--- src/rtl/sort_ctrl.sv ---
// sort_ctrl: grants one of two requesters a sort job and sequences it through
// sorter clear, key feed, result forwarding and completion/timeout reporting.
module sort_ctrl #(
  parameter int DATA_WIDTH       = 32,
  parameter int ELEMENT_NUM      = 16,
  parameter int LOG2_ELEMENT_NUM = 4,
  parameter int WAIT_LIMIT       = 1024
) (
  input  logic                        clk,
  input  logic                        rst,
  input  logic [1:0]                  req,
  output logic [1:0]                  gnt,
  output logic [1:0]                  jdone,
  output logic                        jerr,
  output logic                        um_rd_en,
  output logic [LOG2_ELEMENT_NUM:0]   um_rd_addr,
  input  logic [DATA_WIDTH-1:0]       um_rd_data,
  output logic                        srt_rst,
  output logic                        UM_valid,
  output logic [DATA_WIDTH-1:0]       UM_data,
  input  logic                        SM_valid,
  input  logic [LOG2_ELEMENT_NUM-1:0] SM_addr,
  input  logic [DATA_WIDTH-1:0]       SM_data,
  input  logic                        done,
  output logic                        rm_we,
  output logic [LOG2_ELEMENT_NUM:0]   rm_addr,
  output logic [DATA_WIDTH-1:0]       rm_data
);
  localparam int CW = $clog2(WAIT_LIMIT + ELEMENT_NUM + 1);
  typedef enum logic [2:0] {IDLE, CLR, FEED, WAIT, FIN} state_t;
  state_t state_q, state_d;
  logic [CW-1:0] cnt_q, cnt_d;
  logic owner_q, owner_d, ptr_q, ptr_d, pick, busy, timeout;
  logic [1:0] gnt_q, gnt_d, jdone_q, jdone_d;
  logic jerr_q, jerr_d, srt_rst_q, srt_rst_d, um_rd_en_q, um_rd_en_d, um_valid_q, rm_we_q, rm_we_d;
  logic [LOG2_ELEMENT_NUM:0] um_rd_addr_q, um_rd_addr_d, rm_addr_q, rm_addr_d;
  logic [DATA_WIDTH-1:0] um_data_q, um_data_d, rm_data_q, rm_data_d;
  // ptr_q names the requester that wins a tie; it flips away from each winner
  always_comb begin
    pick = (req == 2'b11) ? ptr_q : req[1];
    busy = (state_q == FEED) || (state_q == WAIT);
    timeout = (state_q == WAIT) && !done && (cnt_q == CW'(WAIT_LIMIT - 1));
    state_d = state_q;
    cnt_d = cnt_q + CW'(1);
    owner_d = owner_q;
    ptr_d = ptr_q;
    gnt_d = 2'b00;
    case (state_q)
      IDLE: begin
        cnt_d = '0;
        if (|req) begin
          state_d = CLR;
          owner_d = pick;
          ptr_d = ~pick;
          gnt_d = pick ? 2'b10 : 2'b01;
        end
      end
      CLR: if (cnt_q == CW'(1)) begin
        state_d = FEED;
        cnt_d = '0;
      end
      FEED: if (done) state_d = FIN;
        else if (cnt_q == CW'(ELEMENT_NUM)) begin
          state_d = WAIT;
          cnt_d = '0;
        end
      WAIT: if (done || timeout) state_d = FIN;
      default: state_d = IDLE;
    endcase
    srt_rst_d = (state_d == CLR);
    um_rd_en_d = (state_d == FEED) && (cnt_d < CW'(ELEMENT_NUM));
    um_rd_addr_d = um_rd_en_d ? {owner_d, cnt_d[LOG2_ELEMENT_NUM-1:0]} : um_rd_addr_q;
    um_data_d = um_rd_en_q ? um_rd_data : um_data_q;
    jdone_d = (state_d == FIN) ? (owner_q ? 2'b10 : 2'b01) : 2'b00;
    jerr_d = timeout;
    rm_we_d = busy && SM_valid;
    rm_addr_d = rm_we_d ? {owner_q, SM_addr} : rm_addr_q;
    rm_data_d = rm_we_d ? SM_data : rm_data_q;
  end
  always_ff @(posedge clk or posedge rst) begin
    if (rst) begin
      state_q <= IDLE;
      cnt_q <= '0;
      owner_q <= 1'b0;
      ptr_q <= 1'b0;
      gnt_q <= 2'b00;
      jdone_q <= 2'b00;
      jerr_q <= 1'b0;
      srt_rst_q <= 1'b1;
      um_rd_en_q <= 1'b0;
      um_rd_addr_q <= '0;
      um_valid_q <= 1'b0;
      um_data_q <= '0;
      rm_we_q <= 1'b0;
      rm_addr_q <= '0;
      rm_data_q <= '0;
    end else begin
      state_q <= state_d;
      cnt_q <= cnt_d;
      owner_q <= owner_d;
      ptr_q <= ptr_d;
      gnt_q <= gnt_d;
      jdone_q <= jdone_d;
      jerr_q <= jerr_d;
      srt_rst_q <= srt_rst_d;
      um_rd_en_q <= um_rd_en_d;
      um_rd_addr_q <= um_rd_addr_d;
      um_valid_q <= um_rd_en_q;
      um_data_q <= um_data_d;
      rm_we_q <= rm_we_d;
      rm_addr_q <= rm_addr_d;
      rm_data_q <= rm_data_d;
    end
  end
  assign gnt = gnt_q;
  assign jdone = jdone_q;
  assign jerr = jerr_q;
  assign srt_rst = srt_rst_q;
  assign um_rd_en = um_rd_en_q;
  assign um_rd_addr = um_rd_addr_q;
  assign UM_valid = um_valid_q;
  assign UM_data = um_data_q;
  assign rm_we = rm_we_q;
  assign rm_addr = rm_addr_q;
  assign rm_data = rm_data_q;
endmodule
--- config.mk ---
export PLATFORM = sky130hd
export DESIGN_NAME = sort_ctrl
export DESIGN_NICKNAME = d
export VERILOG_FILES = /design/src/rtl/sort_ctrl.sv
export SDC_FILE = /design/constraint.sdc
export NUM_CORES = 1
export LEC_CHECK = 0
export ABC_AREA = 1
export BUFFER_PORTS_ARGS = -buffer_cell sky130_fd_sc_hd__clkbuf_2
export CORE_MARGIN = 2
export CORE_UTILIZATION = 23
export CTS_CLUSTER_DIAMETER = 80
export DETAILED_ROUTE_END_ITERATION = 12
export SLEW_MARGIN = 15
export SYNTH_ARGS = -nofsm -noshare
export SYNTH_HDL_FRONTEND = slang
export SYNTH_SLANG_ARGS = --single-unit
--- constraint.sdc ---
create_clock -name clk -period 3.2 [get_ports clk]
set_clock_uncertainty 0.2 [all_clocks]
set_input_delay 0.48 -clock clk [delete_from_list [all_inputs] [get_ports clk]]
set_output_delay 0.48 -clock clk [all_outputs]
set_load 0.1 [all_outputs]
Yosys cells after proc, flatten, opt, wreduce, memory -nomap -nowiden
Index checks and enable logic that the tools add are counted.

Register bits after elaboration: 99. Bits of input ports: 74. Output and inout port bits: 83. Logic and storage cells: 56.

Add/sub/neg operators: 1. Order comparisons: 1. Eq/ne operators: 10. Multiplexer cells: 18. Bitwise logic cells: 1. Reductions and logical operators: 10.

Operators by type and width (number): 2-to-1 mux 11 bit (3); case mux 11 bit (3 select lines) (1); 2-to-1 mux 3 bit (5); case mux 3 bit (4 select lines) (1); adder 11 x 1 -> 11 bit (second input constant) (1); == test 11 x 1 -> 1 bit (second input constant) (1); == test 11 x 10 -> 1 bit (second input constant) (1); == test 11 x 5 -> 1 bit (second input constant) (1); less-than comparator 11 x 5 -> 1 bit (second input constant) (1); 2-to-1 mux 2 bit (5); == test 3 x 2 -> 1 bit (second input constant) (3); == test 3 x 1 -> 1 bit (second input constant) (2); logical AND 1 bit (4); == test 3 bit (second input constant) (1); zero test 3 bit (1); 2-to-1 mux 1 bit (3); == test 2 bit (second input constant) (1); logical OR 1 bit (2); AND reduction 2 bit (1); OR reduction 2 bit (1); zero test 1 bit (1); NOT 1 bit (1).

Longest topological paths before layout
Gate-level depths: netlist of run 1.

Word-level depth: 8. Gate-level depth with buffers: 14. Gate-level depth less buffers: 14.

Least setup slack after synthesis of run 1
No wires, ideal clock.

Path type: reg2reg. Start point: register um_rd_en_q (netlist: um_rd_en). End point: register um_data_q[0] (netlist: UM_data[0]). Library setup time: 0.125 ns. Data arrival time: 1.873 ns. Required time: 2.875 ns. Path slack: 1.002 ns. Cell stages (with the launch flop): 4. Path buffers: 2. Clock period less this slack: 2.198 ns. Path through: dfrtp_1 clkbuf_1 buf_1 mux2_2.

RTL lines: start: declaration (line 35) `logic jerr_q, jerr_d, srt_rst_q, srt_rst_d, um_rd_en_q, um_rd_en_d, um_valid_q, rm_we_q, rm_we_d;`; start signal: assignment (line 106) `um_rd_en_q <= um_rd_en_d;`; end signal: assignment (line 109) `um_data_q <= um_data_d;`; end: declaration (line 37) `logic [DATA_WIDTH-1:0] um_data_q, um_data_d, rm_data_q, rm_data_d;`.

No word-level cell between the ends.

Worst setup path in the final report of run 1
Start point: register cnt_q[0]. End point: register um_rd_addr_q[2] (netlist: um_rd_addr[2]).

Longest elaborated chain between the ends: 7. Elaborated cells on any way between the ends: 18. Classes of those cells: add/sub (1); order compare (1); eq/ne (4); mux (9); reduce/logical (3).

Ends and longest elaborated chain: start: declaration (line 32) `logic [CW-1:0] cnt_q, cnt_d;`; start signal: assignment (line 99) `cnt_q <= cnt_d;`; == test 11 x 10 -> 1 bit (line 42) `timeout = (state_q == WAIT) && !done && (cnt_q == CW'(WAIT_LIMIT - 1));`; logical AND 1 bit (line 42); logical OR 1 bit (line 67) `WAIT: if (done || timeout) state_d = FIN;`; 2-to-1 mux 3 bit (line 67); case mux 3 bit (4 select lines) (*) (line 48) `case (state_q)`; named net state_d[0] (line 31) `state_t state_q, state_d;`; == test 3 x 2 -> 1 bit (*) (line 71) `um_rd_en_d = (state_d == FEED) && (cnt_d < CW'(ELEMENT_NUM));`; logical AND 1 bit (*) (line 71); end signal: assignment (line 107) `um_rd_addr_q <= um_rd_addr_d;`; end: declaration (line 36) `logic [LOG2_ELEMENT_NUM:0] um_rd_addr_q, um_rd_addr_d, rm_addr_q, rm_addr_d;`.

The timed path passes the listed nets; every way through them passes the cells marked *. A chain may end at the register's enable or synchronous reset.

==> results of run 1 <==
[critical path: cells and delay by family (launching register included)]
kind | cells | cell delay [ns]
DFF | 1 | 0.41
and+or+nand+nor | 8 | 0.99
adders and majority gates | 1 | 0.20
AOI/OAI and AO/OA | 1 | 0.18
[final cells by class]
cell class | count | area share
tap | 229 | 0.0518
timing repair buffer | 161 | 0.150
inverter | 41 | 0.0285
clock inverter | 4 | 0.00905
multi-input combinational | 267 | 0.268
clock buffer | 12 | 0.0445
sequential | 99 | 0.448
[routing by layer]
metal	GRT usage	wire length, µm	share of wire	vias to the layer above
li1	-	-	-	1630
met1	0.141	4570	0.45	1519
met2	0.174	4600	0.46	120
met3	0.0277	621	0.061	19
met4	0.0569	306	0.030	0
met5	0	0	0	-
[synth_stat cells (all sizes together)]
master / count / area, µm²
nand2: 159 / 614
dfrtp: 98 / 2450
inv: 41 / 154
nor2: 33 / 180
mux2: 32 / 360
nand3: 14 / 82.6
nand4: 8 / 65.1
clkbuf: 6 / 22.5
buf: 5 / 18.8
o21ai: 5 / 36.3
ha: 3 / 37.5
o311ai: 3 / 26.3
xnor2: 2 / 17.5
a21oi: 1 / 5.00
and2: 1 / 6.26
dfstp: 1 / 26.3
nand3b: 1 / 7.51
nor3b: 1 / 7.51
o211ai: 1 / 7.51
o21bai: 1 / 7.51
o31ai: 1 / 12.5
xor2: 1 / 8.76
[metrics by stage]
stage / hold WS, ns / std cells / util / instance area [µm²]
after global placement: 0.261 / 797 / 0.293 / 5240
after detailed placement: 0.260 / 797 / 0.293 / 5240
final: 0.0379 / 813 / 0.310 / 5530
after CTS: 0.0519 / 813 / 0.310 / 5530
after global routing: 0.0808 / 813 / 0.310 / 5530
after floorplan: 0.224 / 418 / - / 4160
[flip-flops by register name, summed over array words and instances (netlist names), 2 cells and up]
register / cells
jdone: 2
cnt_q: 11
UM_data: 32
um_rd_addr: 5
rm_addr: 5
gnt: 2
rm_data: 32
state_q: 3
[cells by family (layout without fill, tap and decap cells)]
logic type                 after synthesis  in the layout  share of synthesized area
AOI/OAI and AO/OA                       12             12                     0.0229
xor gates and xnor gates                 3              3                    0.00632
adders and majority gates                3              3                    0.00903
buffers and inverters                   52            218                     0.0470
DFF                                     99             99                      0.596
muxes                                   32             32                     0.0867
and+or+nand+nor                        217            217                      0.232
[worst max path at each step]
stage / from / end / slack, ns / cells past startpoint
after floorplan: um_rd_en / UM_data[0] / 1.00 / 3
after global placement: cnt_q[0] / um_rd_addr[0] / 1.19 / 10
after detailed placement: cnt_q[0] / um_rd_addr[3] / 1.11 / 10
after CTS: cnt_q[0] / um_rd_addr[2] / 1.10 / 10
after global routing: cnt_q[1] / um_rd_addr[1] / 0.86 / 12
final: cnt_q[0] / um_rd_addr[2] / 1.11 / 10
==> out/qor.txt, run 1 <==
synthesis-to-finish area growth = 33.1%
Max clock buf depth = 2
routability cong. = 0.793
1st-iter DRT viols = 130
fill count = 1862
Clk pin slew, worst setup/hold paths = 0.07 ns
final setup violation count = 0
WP data required = 3.24 ns
Die X = 138 µm
Seq/Total Area, Yosys = 0.596
number of max-cap violations = 0
CTS Sinks = 99
Worst setup EP type = register
Synth Net Count = 495
Rel. slew slack = 0.509
most used cell, CP = nand2_1
RSZ-0062 raised after global routing = false
Net count, final = 656
antenna violations before repair = 0
Tmin final = 2.09 ns
die height = 138 µm
Setup WS pre-CTS = 1.11 ns
Hold Fails Final Rpt = 0
DRT Pass-1 Iters = 4
Register-to-Register Setup Slack = 1.11 ns
Yosys reg bits = 99
post-CTS sizing = 0
Vias/cell = 4.04
commonest non-fill, non-tap cell in the layout = clkbuf_2
DRT Wirelength = 10100 µm
critical path fanouts, max = 6
Tcrit/Tclk final = 0.653
Routed WL per cell = 12.4 µm
CTS Hold Bufs = 0
root buf cell = clkbuf_16
# DRC = 0
post-synth cell types = 32
Syn Inst Count = 418
R2R depth = 10
H-tree depth = 3
Startpoint Class = register
critical path class = register to register
Least-Margin Pin Slew = 0.735 ns
DR vias = 3288
Total Neg Setup Slack = 0 ns
synthesized area per cell = 9.94 µm²
Ys Warns = 0
commonest non-fill, non-tap cells in the layout = 156 x clkbuf_2, 154 x nand2_1, 98 x dfrtp_1, 35 x inv_1, 32 x mux2_2
arrival time at the worst endpoint = 2.13 ns
area occupied by multi-input gates = 0.00148 mm²
fin. max-slew vios = 0
first-pass GRT wire length = 16800 µm
core area = 0.0178 mm²
clk_lat worst skew = 0.34 ns
run status = finished, final reports clean
# Post-CTS Setup Buffers = 0
min-delay worst type = primary input to async pin
Buffers on Ports = 156
worst path cell trace = ha_1 > nand2_1 > nor2_2 > nand2_2 > o21ai_4 > nand4_4 > nor2_4 > nand3_4 > nand2_1 > nand2_1
Storage cell area = 0.00248 mm²
Total GRT Usage = 0.111
mapped cell area = 0.00416 mm²
DIE AREA = 0.0192 mm²
Worst R2R End = um_rd_addr[2]
Worst path max stage delay = 0.41 ns
post-route ant nets = 0
CTS buffer count = 9
Initial Util = 0.233
layout cells sized above 1 = 0.397
largest net degree at the start of global routing = 43
GRT overflow = 0
dpl hpwl = 7350 µm
maximum clock rate = 478 MHz
# diodes = 0
# rows = 49
CTS tree = built
vias in the first global route = 3309
io pins = 157
Reg-to-Reg Start = cnt_q[0]
Setup WS post-layout = 1.11 ns
slowest CP cell = dfrtp_1
Power of run 1 is left out: the tool's default activity adds up to more than one toggle a clock period on the data nets, which glitch-free logic cannot reach.
==> run 2: changes to the inputs <==
==> constraint.sdc (replaced) <==
create_clock -name clk -period 1.9 [get_ports clk]
set_clock_uncertainty 0.2 [all_clocks]
set_input_delay 0.285 -clock clk [delete_from_list [all_inputs] [get_ports clk]]
set_output_delay 0.285 -clock clk [all_outputs]
set_load 0.1 [all_outputs]
==> run 2 against run 1 <==
The flow now finishes with violations (setup timing). Core utilization increased by 6.3 points. Maximum frequency increased by 5.0%. First-iteration DRC count increased by 25%. Design area increased by 20%. Global-route usage increased by 1.4 points. Critical path depth increased by 3. Worst hold slack improved by 0.0047 ns. Routed wire length increased by 15%. Register-to-register slack got worse by 1.2 ns. Critical endpoint is now um_rd_addr[0].
==> out/qor.txt, run 2 (same netlist as run 1, synthesis figures left out) <==
WP data required = 1.94 ns
most used cell, CP = nand2_4
synthesis-to-finish area growth = 60.1%
Net count, final = 752
number of max-cap violations = 0
Tcrit/Tclk final = 1.05
Startpoint Class = register
DIE AREA = 0.0192 mm²
final std cells w/o fill = 909
failing checks = setup timing
CP endpoint = um_rd_addr[0]
maximum clock rate = 502 MHz
Routed WL per cell = 12.8 µm
Max clock buf depth = 2
Setup WS post-layout = -0.0906 ns
Tmin final = 1.99 ns
DRT Pass-1 Iters = 4
# diodes = 0
core area = 0.0178 mm²
Clk pin slew, worst setup/hold paths = 0.07 ns
Worst setup EP type = register
final setup violation count = 6
antenna violations before repair = 0
Buffers on Ports = 156
RSZ-0062 raised after global routing = true
fill count = 1743
Hold Fails Final Rpt = 0
Least-Margin Pin Slew = 0.591 ns
Total GRT Usage = 0.124
DRT Wirelength = 11700 µm
post-route ant nets = 0
critical path fanouts, max = 5
crit path buf inv count = 1
Initial Util = 0.233
Reg-to-Reg Start = cnt_q[1]
Rel. slew slack = 0.607
CTS buffer count = 9
Die X = 138 µm
largest net degree at the start of global routing = 51
# rows = 49
R2R depth = 13
commonest non-fill, non-tap cells in the layout = 155 x clkbuf_2, 146 x nand2_1, 96 x dfrtp_1, 70 x dlygate4sd3_1, 34 x inv_1
Top delay family on crit path = simple AND/OR/NAND/NOR gates
Vias/cell = 4.11
1st-iter DRT viols = 162
area occupied by multi-input gates = 0.00162 mm²
root buf cell = clkbuf_16
GRT overflow = 0
min-delay worst type = primary input to register
slowest CP cell = dfrtp_1
run status = complete, but fails checks
Storage cell area = 0.00248 mm²
CTS Sinks = 99
placed instance count = 815
fin. max-slew vios = 0
vias in the first global route = 3834
DR vias = 3732
commonest non-fill, non-tap cell in the layout = clkbuf_2
io pins = 157
Register-to-Register Setup Slack = -0.09 ns
layout cells sized above 1 = 0.415
worst path cell trace = inv_2 > ha_1 > nand3_2 > nor2_4 > nand3_2 > nand2_4 > nand2_4 > nand2_4 > nand2_4 > nor2_8 > nand3_4 > nand2_1 > nand2_1
H-tree depth = 3
Worst Setup SP = cnt_q[1]
first-pass GRT wire length = 19200 µm
Crit path depth = 13
die height = 138 µm
clk_lat worst skew = 0.35 ns
Worst path max stage delay = 0.40 ns
Worst R2R End = um_rd_addr[0]
# DRC = 0
arrival time at the worst endpoint = 2.03 ns
CTS tree = built
dpl hpwl = 7540 µm
Hold Path Stages = 4
routability cong. = 0.815
critical path class = register to register
==> run 2: cell types whose count changed in the layout (fill, tap and decap cells not counted), moves of 4 or more <==
cell	change
buf_4	+20
nand2_4	+5
dlygate4sd3_1	+70
buf_12	+5
nand2_1	-8
nand3_1	-4
==> run 2: metrics by stage <==
step                area [µm²]  hold slack (ns)  setup TNS [ns]  utilization  setup slack, ns
finish                    6660           0.0426          -0.467        0.373          -0.0906
global route              6660           0.0617           -1.25        0.373           -0.231
CTS                       6550           0.0254          -0.414        0.367          -0.0931
detailed placement        5430           0.0545          -0.742        0.304           -0.149
global placement          5430           0.0630          -0.421        0.304          -0.0831
floorplan                 4170            0.195               0            -          0.00569
==> run 2: worst min-delay path by stage <==
| stage | start | end | slack (ns) |
|---|---|---|---|
| final | req[0] | gnt[1] | 0.04 |
| after detailed placement | rst | rm_data[30] | 0.05 |
| after global routing | req[0] | gnt[1] | 0.06 |
| after CTS | req[0] | gnt[1] | 0.03 |
| after global placement | rst | rm_data[26] | 0.06 |
| after floorplan | SM_addr[0] | rm_addr[0] | 0.19 |
==> run 2: layer usage <==
metal	wire length, µm	global-route usage	part of all wire	up-vias
met5	0	0	0	-
met4	260	0.0446	0.022	0
met3	685	0.0371	0.059	19
met2	5600	0.204	0.48	126
met1	5110	0.156	0.44	1760
li1	-	-	-	1827
==> run 2: final cells by class <==
type                       instances  area share
clock inverter                     6      0.0103
inverter                          41      0.0237
sequential                        99       0.373
multi-input combinational        267       0.244
tap                              229      0.0431
timing repair buffer             257       0.270
clock buffer                      10      0.0359
==> run 2: timing repair <==
item                                    CTS  global route
pin swaps                                17            15
endpoints found under the hold margin   109             0
buffers inserted                          6             3
endpoints found under the setup margin    6             6
hold buffers                             70             0
gates resized for setup                  21            16
==> run 2: tightest hold or removal path: stages <==
cell and delay (ns):
clkbuf_2 0.09, nand2_1 0.05, nand2_1 0.08, nor2_1 0.05
Power of run 2 is left out for the same reason.
